**config.mk**
```make
export PLATFORM = sky130hd
export DESIGN_NAME = keypad_scanner_flat
export DESIGN_NICKNAME = d
export VERILOG_FILES = /design/src/rtl/keypad_scanner_if.sv /design/src/rtl/keypad_scanner.sv /design/src/flat_wrapper.sv
export SDC_FILE = /design/constraint.sdc
export NUM_CORES = 1
export LEC_CHECK = 0
export CAP_MARGIN = 20
export CORE_UTILIZATION = 50
export CTS_CLUSTER_SIZE = 20
export DETAILED_ROUTE_END_ITERATION = 16
export PLACE_DENSITY = 0.72
export SLEW_MARGIN = 25
export SYNTH_ARGS = -nofsm -noshare
export SYNTH_HDL_FRONTEND = slang
export SYNTH_SLANG_ARGS = --single-unit
export TNS_END_PERCENT = 20
```
**constraint.sdc**
```tcl
create_clock -name clk -period 2.36 [get_ports clk]
set_input_delay 0.236 -clock clk [delete_from_list [all_inputs] [get_ports clk]]
set_output_delay 0.236 -clock clk [all_outputs]
set_load 0.05 [all_outputs]
```
**src/rtl/keypad_scanner_if.sv**
```systemverilog
// Keypad-side signal bundle for keypad_scanner: row drive, column sense and the
// debounced key report (row/col one-hot plus level enable) consumed by the decoder.
interface keypad_scanner_if;
  logic [3:0] col_n;
  logic [3:0] row_drv_n;
  logic [3:0] row;
  logic [3:0] col;
  logic       en;

  modport master (
    input  col_n,
    output row_drv_n, row, col, en
  );

  modport slave (
    output col_n,
    input  row_drv_n, row, col, en
  );
endinterface

```
**src/rtl/keypad_scanner.sv**
```systemverilog
// 4x4 matrix keypad scanner with 2-flop column synchronizer and press/release debounce.
// Optional KEYPAD_GHOST_REJECT_EN rejects multi-key columns instead of priority-reducing them.
module keypad_scanner #(
  parameter int unsigned SCAN_DIV        = 4,
  parameter int unsigned DEBOUNCE_CYCLES = 8
) (
  input  logic       clk,
  input  logic       reset,
  keypad_scanner_if.master kp
);

  localparam int unsigned DW  = $clog2(SCAN_DIV);
  localparam int unsigned DBW = $clog2(DEBOUNCE_CYCLES);
  localparam logic [DW-1:0]  DWELL_LAST = DW'(SCAN_DIV - 1);
  localparam logic [DBW-1:0] DBC_LAST   = DBW'(DEBOUNCE_CYCLES - 1);

  typedef enum logic [1:0] {
    SCAN     = 2'd0,
    DEBOUNCE = 2'd1,
    HELD     = 2'd2,
    RELEASE  = 2'd3
  } state_t;

  state_t         state, state_nxt;
  logic [3:0]     col_meta, col_sync;
  logic [3:0]     colv, colk;
  logic           hit, match;
  logic [DW-1:0]  dwell, dwell_nxt;
  logic [DBW-1:0] dbc, dbc_nxt;
  logic [3:0]     row_drv_n, row_drv_nxt, row_adv;
  logic [3:0]     cand_row, cand_row_nxt, cand_col, cand_col_nxt;
  logic [3:0]     row_q, row_nxt, col_q, col_nxt;
  logic           en_q, en_nxt;

  assign colv    = ~col_sync;
  assign row_adv = {row_drv_n[2:0], row_drv_n[3]};

`ifdef KEYPAD_GHOST_REJECT_EN
  logic multi;
  // A multi-bit colv never equals the one-hot candidate, so it mismatches naturally.
  assign multi = (colv & (colv - 4'd1)) != '0;
  assign colk  = colv;
  assign hit   = (colv != '0) && !multi;
`else
  assign colk  = colv & (~colv + 4'd1);
  assign hit   = colk != '0;
`endif

  assign match = (colk == cand_col);

  always_ff @(posedge clk or negedge reset) begin
    if (!reset) begin
      col_meta  <= '1;
      col_sync  <= '1;
      state     <= SCAN;
      dwell     <= '0;
      dbc       <= '0;
      row_drv_n <= 4'b1110;
      cand_row  <= '0;
      cand_col  <= '0;
      row_q     <= '0;
      col_q     <= '0;
      en_q      <= 1'b0;
    end else begin
      col_meta  <= kp.col_n;
      col_sync  <= col_meta;
      state     <= state_nxt;
      dwell     <= dwell_nxt;
      dbc       <= dbc_nxt;
      row_drv_n <= row_drv_nxt;
      cand_row  <= cand_row_nxt;
      cand_col  <= cand_col_nxt;
      row_q     <= row_nxt;
      col_q     <= col_nxt;
      en_q      <= en_nxt;
    end
  end

  always_comb begin
    state_nxt    = state;
    dwell_nxt    = dwell;
    dbc_nxt      = dbc;
    row_drv_nxt  = row_drv_n;
    cand_row_nxt = cand_row;
    cand_col_nxt = cand_col;
    row_nxt      = row_q;
    col_nxt      = col_q;
    en_nxt       = en_q;
    case (state)
      SCAN: begin
        if (dwell == DWELL_LAST) begin
          if (hit) begin
            cand_row_nxt = ~row_drv_n;
            cand_col_nxt = colk;
            dbc_nxt      = '0;
            state_nxt    = DEBOUNCE;
          end else begin
            row_drv_nxt = row_adv;
            dwell_nxt   = '0;
          end
        end else begin
          dwell_nxt = dwell + DW'(1);
        end
      end
      DEBOUNCE: begin
        if (match) begin
          if (dbc == DBC_LAST) begin
            state_nxt = HELD;
            row_nxt   = cand_row;
            col_nxt   = cand_col;
            en_nxt    = 1'b1;
          end else begin
            dbc_nxt = dbc + DBW'(1);
          end
        end else begin
          state_nxt   = SCAN;
          row_drv_nxt = row_adv;
          dwell_nxt   = '0;
        end
      end
      HELD: begin
        if (!match) begin
          state_nxt = RELEASE;
          dbc_nxt   = '0;
        end
      end
      RELEASE: begin
        if (match) begin
          state_nxt = HELD;
          dbc_nxt   = '0;
        end else if (dbc == DBC_LAST) begin
          state_nxt   = SCAN;
          en_nxt      = 1'b0;
          row_nxt     = '0;
          col_nxt     = '0;
          row_drv_nxt = row_adv;
          dwell_nxt   = '0;
        end else begin
          dbc_nxt = dbc + DBW'(1);
        end
      end
      default: begin
        state_nxt = SCAN;
        en_nxt    = 1'b0;
        row_nxt   = '0;
        col_nxt   = '0;
        dwell_nxt = '0;
        dbc_nxt   = '0;
      end
    endcase
  end

  assign kp.row_drv_n = row_drv_n;
  assign kp.row       = row_q;
  assign kp.col       = col_q;
  assign kp.en        = en_q;

endmodule

```
**src/flat_wrapper.sv**
```systemverilog
// flat-port wrapper written by rule: the top's interface ports become plain ports
module keypad_scanner_flat 
#(
  parameter int unsigned SCAN_DIV        = 4,
  parameter int unsigned DEBOUNCE_CYCLES = 8
)
  (clk, reset, kp_col_n, kp_row_drv_n, kp_row, kp_col, kp_en);
  keypad_scanner_if kp_i ();
  input  logic clk;
  input  logic reset;
  input wire logic [$bits(kp_i.col_n)-1:0] kp_col_n;
  output wire logic [$bits(kp_i.row_drv_n)-1:0] kp_row_drv_n;
  output wire logic [$bits(kp_i.row)-1:0] kp_row;
  output wire logic [$bits(kp_i.col)-1:0] kp_col;
  output wire logic [$bits(kp_i.en)-1:0] kp_en;
  assign kp_i.col_n = kp_col_n;
  assign kp_row_drv_n = kp_i.row_drv_n;
  assign kp_row = kp_i.row;
  assign kp_col = kp_i.col;
  assign kp_en = kp_i.en;
  keypad_scanner #(.SCAN_DIV(SCAN_DIV), .DEBOUNCE_CYCLES(DEBOUNCE_CYCLES)) u_core (.clk(clk), .reset(reset), .kp(kp_i));
endmodule
```
==> impl_metrics.env <==
export IMPL_outcome="complete, no violations"
export IMPL_worstPathCellList="nand4b_1, xnor2_2, a21oi_4, o22ai_2, mux2_2"
export IMPL_multi_input_area_sq_um=734
export IMPL_synth_cell_type_count=45
export IMPL_wl_per_cell_microns=15.0
export IMPL_num_antenna_cells=0
export IMPL_pwr_share_clk_pct=21.8
export IMPL_final_util_pct=63.9
export IMPL_synth_seq_area_share_pct=54.0
export IMPL_seqPwrFrac_pct=46.8
export IMPL_wirelength_microns=3230
export IMPL_vias=1222
export IMPL_synth_flop_cell="dfrtp_1"
export IMPL_arrival_ns=2.42
export IMPL_cts_buffers=5
export IMPL_grt_max_degree=37
export IMPL_fin_crit_sh_pct=92.0
export IMPL_io_buffers=18
export IMPL_report_final_hold_viol_count=0
export IMPL_gp_congestion=0.776
export IMPL_rsz0062_at_grt="false"
export IMPL_critPathTopFamily="flip-flops"
export IMPL_grt_util_met3_pct=6.06
export IMPL_syn_inst=147
export IMPL_hpwlAfterDp_microns=2320
export IMPL_tightest_slew_ns=0.603
export IMPL_ctsResizeCount=0
export IMPL_drc=0
export IMPL_first_pass_iters=4
export IMPL_final_layout_size_suffix_gt1_share_pct=19.3
export IMPL_grt_pass1_wl_microns=5690
export IMPL_cap_violations=0
export IMPL_min_path_type="in -> async"
export IMPL_crit_path_end_kind="register"
export IMPL_leakagePower_nw=0.850
export IMPL_tritoncts="yes"
export IMPL_fill_cells=265
export IMPL_die_w_microns=60.2
export IMPL_synth_area_sq_mm=0.00169
export IMPL_hold_ws_ns=0.280
export IMPL_core_area_sq_mm=0.00313
export IMPL_clk_path_buf_depth=2
export IMPL_viasPerCell=5.68
export IMPL_grt_pass1_vias=1238
export IMPL_cp_data_required_time_ns=2.60
export IMPL_synth_edf_count=0
export IMPL_async_reset_ff_share_pct=100
export IMPL_ant_nets=0
export IMPL_clk_latency_ns=0.34
export IMPL_use_met2_pct=34.4
export IMPL_synth_seq_cells=36
export IMPL_fin_area_sq_mm=0.00200
export IMPL_grt_busiest_layer="met2"
export IMPL_use_met1_pct=27.4
export IMPL_dieArea_sq_mm=0.00363
export IMPL_yosys_warnings=0
export IMPL_numClockSinks=36
export IMPL_clock_skew_ns=0.00935
export IMPL_syn_num_nets=155
export IMPL_worstSetupPathType="reg -> reg"
export IMPL_fp_row_count=20
export IMPL_fmax_mhz=460
export IMPL_power_frac_comb_pct=31.4
export IMPL_p_per_area_mw_per_mm2=936
export IMPL_seqCellArea_sq_um=915
export IMPL_start_util_pct=54.2
export IMPL_max_stage_delay_ns=0.60
export IMPL_cts_setup_buffers=0
export IMPL_path_clk_slew_ns=0.12
export IMPL_die_h_microns=60.2
export IMPL_grt_overflow_total=0
export IMPL_switching_share_pct=36.5
export IMPL_crit_fanout=10
export IMPL_track_usage_pct=21.3
export IMPL_holdBufCountCts=0
export IMPL_dr_first_iter_drc_count=66
export IMPL_cp_slowest_cell="dfstp_2"
export IMPL_htreeDepth=2
export IMPL_ir_drop_uv=574
export IMPL_start_kind="register"
export IMPL_ios=19
export IMPL_tns_ns=0
export IMPL_nets=178
export IMPL_clockRootBuffer="clkbuf_4"
export IMPL_finalMaxSlewViolations=0
export IMPL_syn_area_per_cell_sq_um=11.5
export IMPL_final_min_clock_period_ns=2.17
export IMPL_crit_buf_inv=0
export IMPL_antenna_found_initial=0
export IMPL_relSlewSlack_pct=59.8
export IMPL_setup_violations=0
export IMPL_internal_power_w=0.00119
export IMPL_power_switching_w=0.000682
export IMPL_area_growth_pct=18.0
export IMPL_post_dp_cell_area_sq_mm=0.00192
[power groups by stage]
stage / Sequential, W / Clock [W] / Combinational [W]
after CTS: 0.000873 / 0.000421 / 0.000595
after global placement: 0.000871 / 0 / 0.000561
final: 0.000875 / 0.000408 / 0.000587
after floorplan: 0.000849 / 0 / 0.000483
after global routing: 0.000897 / 0.000447 / 0.000671
after detailed placement: 0.000885 / 0 / 0.000591
[cell usage in the layout (no fill, tap or decap), types with 3 or more instances in the layout]
master / instances
nor2_1: 4
o2bb2ai_1: 8
nand2_1: 20
buf_4: 4
dfstp_2: 11
clkdlybuf4s50_1: 18
clkbuf_4: 5
mux2_2: 4
a22oi_1: 7
mux2i_1: 3
o21ai_0: 10
a21oi_1: 5
a21o_1: 4
dfrtp_1: 25
[final timing paths]
path	startpoint	to	slack, ns	cells after the start
worst min-delay path	reset	u_core.dbc[0]	0.28	2
worst max register to register	u_core.col_sync[0]	u_core.kp.row_drv_n[0]	0.19	5
min in group clk	kp_col_n[1]	u_core.col_meta[1]	0.28	1
max in group asynchronous	reset	u_core.col_sync[2]	1.74	2
worst max-delay path	u_core.col_sync[0]	u_core.kp.row_drv_n[0]	0.19	5
worst min register to register	u_core.col_meta[1]	u_core.col_sync[1]	0.37	0
[Yosys cell counts (3+ instances only)]
| library cell | n | area (sq um) |
|---|---|---|
| clkbuf_1 | 4 | 15.0 |
| o2bb2ai_1 | 8 | 70.1 |
| dfstp_2 | 11 | 289 |
| a21oi_1 | 5 | 25.0 |
| dfrtp_1 | 25 | 626 |
| mux2_2 | 4 | 45.0 |
| nor2_1 | 4 | 15.0 |
| mux2i_1 | 3 | 30.0 |
| a21o_1 | 4 | 30.0 |
| o21ai_0 | 10 | 50.1 |
| nand2_1 | 20 | 75.1 |
| a22oi_1 | 7 | 52.6 |
[flip-flops by register name (all words and copies together), names as in the netlist, named ones only]
register	count
u_core.cand_col	4
u_core.cand_row	4
u_core.col_meta	4
u_core.col_sync	4
u_core.dbc	3
u_core.dwell	2
u_core.kp.col	4
u_core.kp.en	1
u_core.kp.row	4
u_core.kp.row_drv_n	4
u_core.state	1
[area by class of cell]
| class | instances | area share (%) |
|---|---|---|
| sequential | 36 | 45.7 |
| multi-input combinational | 103 | 36.7 |
| timing repair buffer | 22 | 10.5 |
| clock buffer | 6 | 3.13 |
| tap | 44 | 2.75 |
| clock inverter | 2 | 0.751 |
| inverter | 2 | 0.375 |
[metrics by stage]
step | worst slack (ns) | cells | total power, W
after global routing | 0.0499 | 215 | 0.00201
after detailed placement | 0.222 | 207 | 0.00148
after CTS | 0.197 | 215 | 0.00189
after global placement | 0.276 | 207 | 0.00143
final | 0.188 | 215 | 0.00187
after floorplan | 0.269 | 147 | 0.00133
[metal layers]
| layer | routed length (microns) | vias up |
|---|---|---|
| li1 | - | 605 |
| met1 | 1510 | 589 |
| met2 | 1570 | 24 |
| met3 | 117 | 4 |
| met4 | 28 | 0 |
| met5 | 0 | - |
[cells by family (layout without fill, tap and decap cells)]
| kind of cell | after synthesis | in the layout | share of synthesized area, % |
|---|---|---|---|
| multiplexers | 7 | 7 | 4.43 |
| flip-flops | 36 | 36 | 54.0 |
| buffers and inverters | 8 | 32 | 2.66 |
| AND/OR/NAND/NOR | 37 | 37 | 10.8 |
| XOR/XNOR | 4 | 4 | 2.51 |
| AO/OA/AOI/OAI | 53 | 53 | 24.2 |
| adder cells (fa/ha/maj) | 2 | 2 | 1.48 |
No activity file was read; power rests on OpenSTA's default activity.
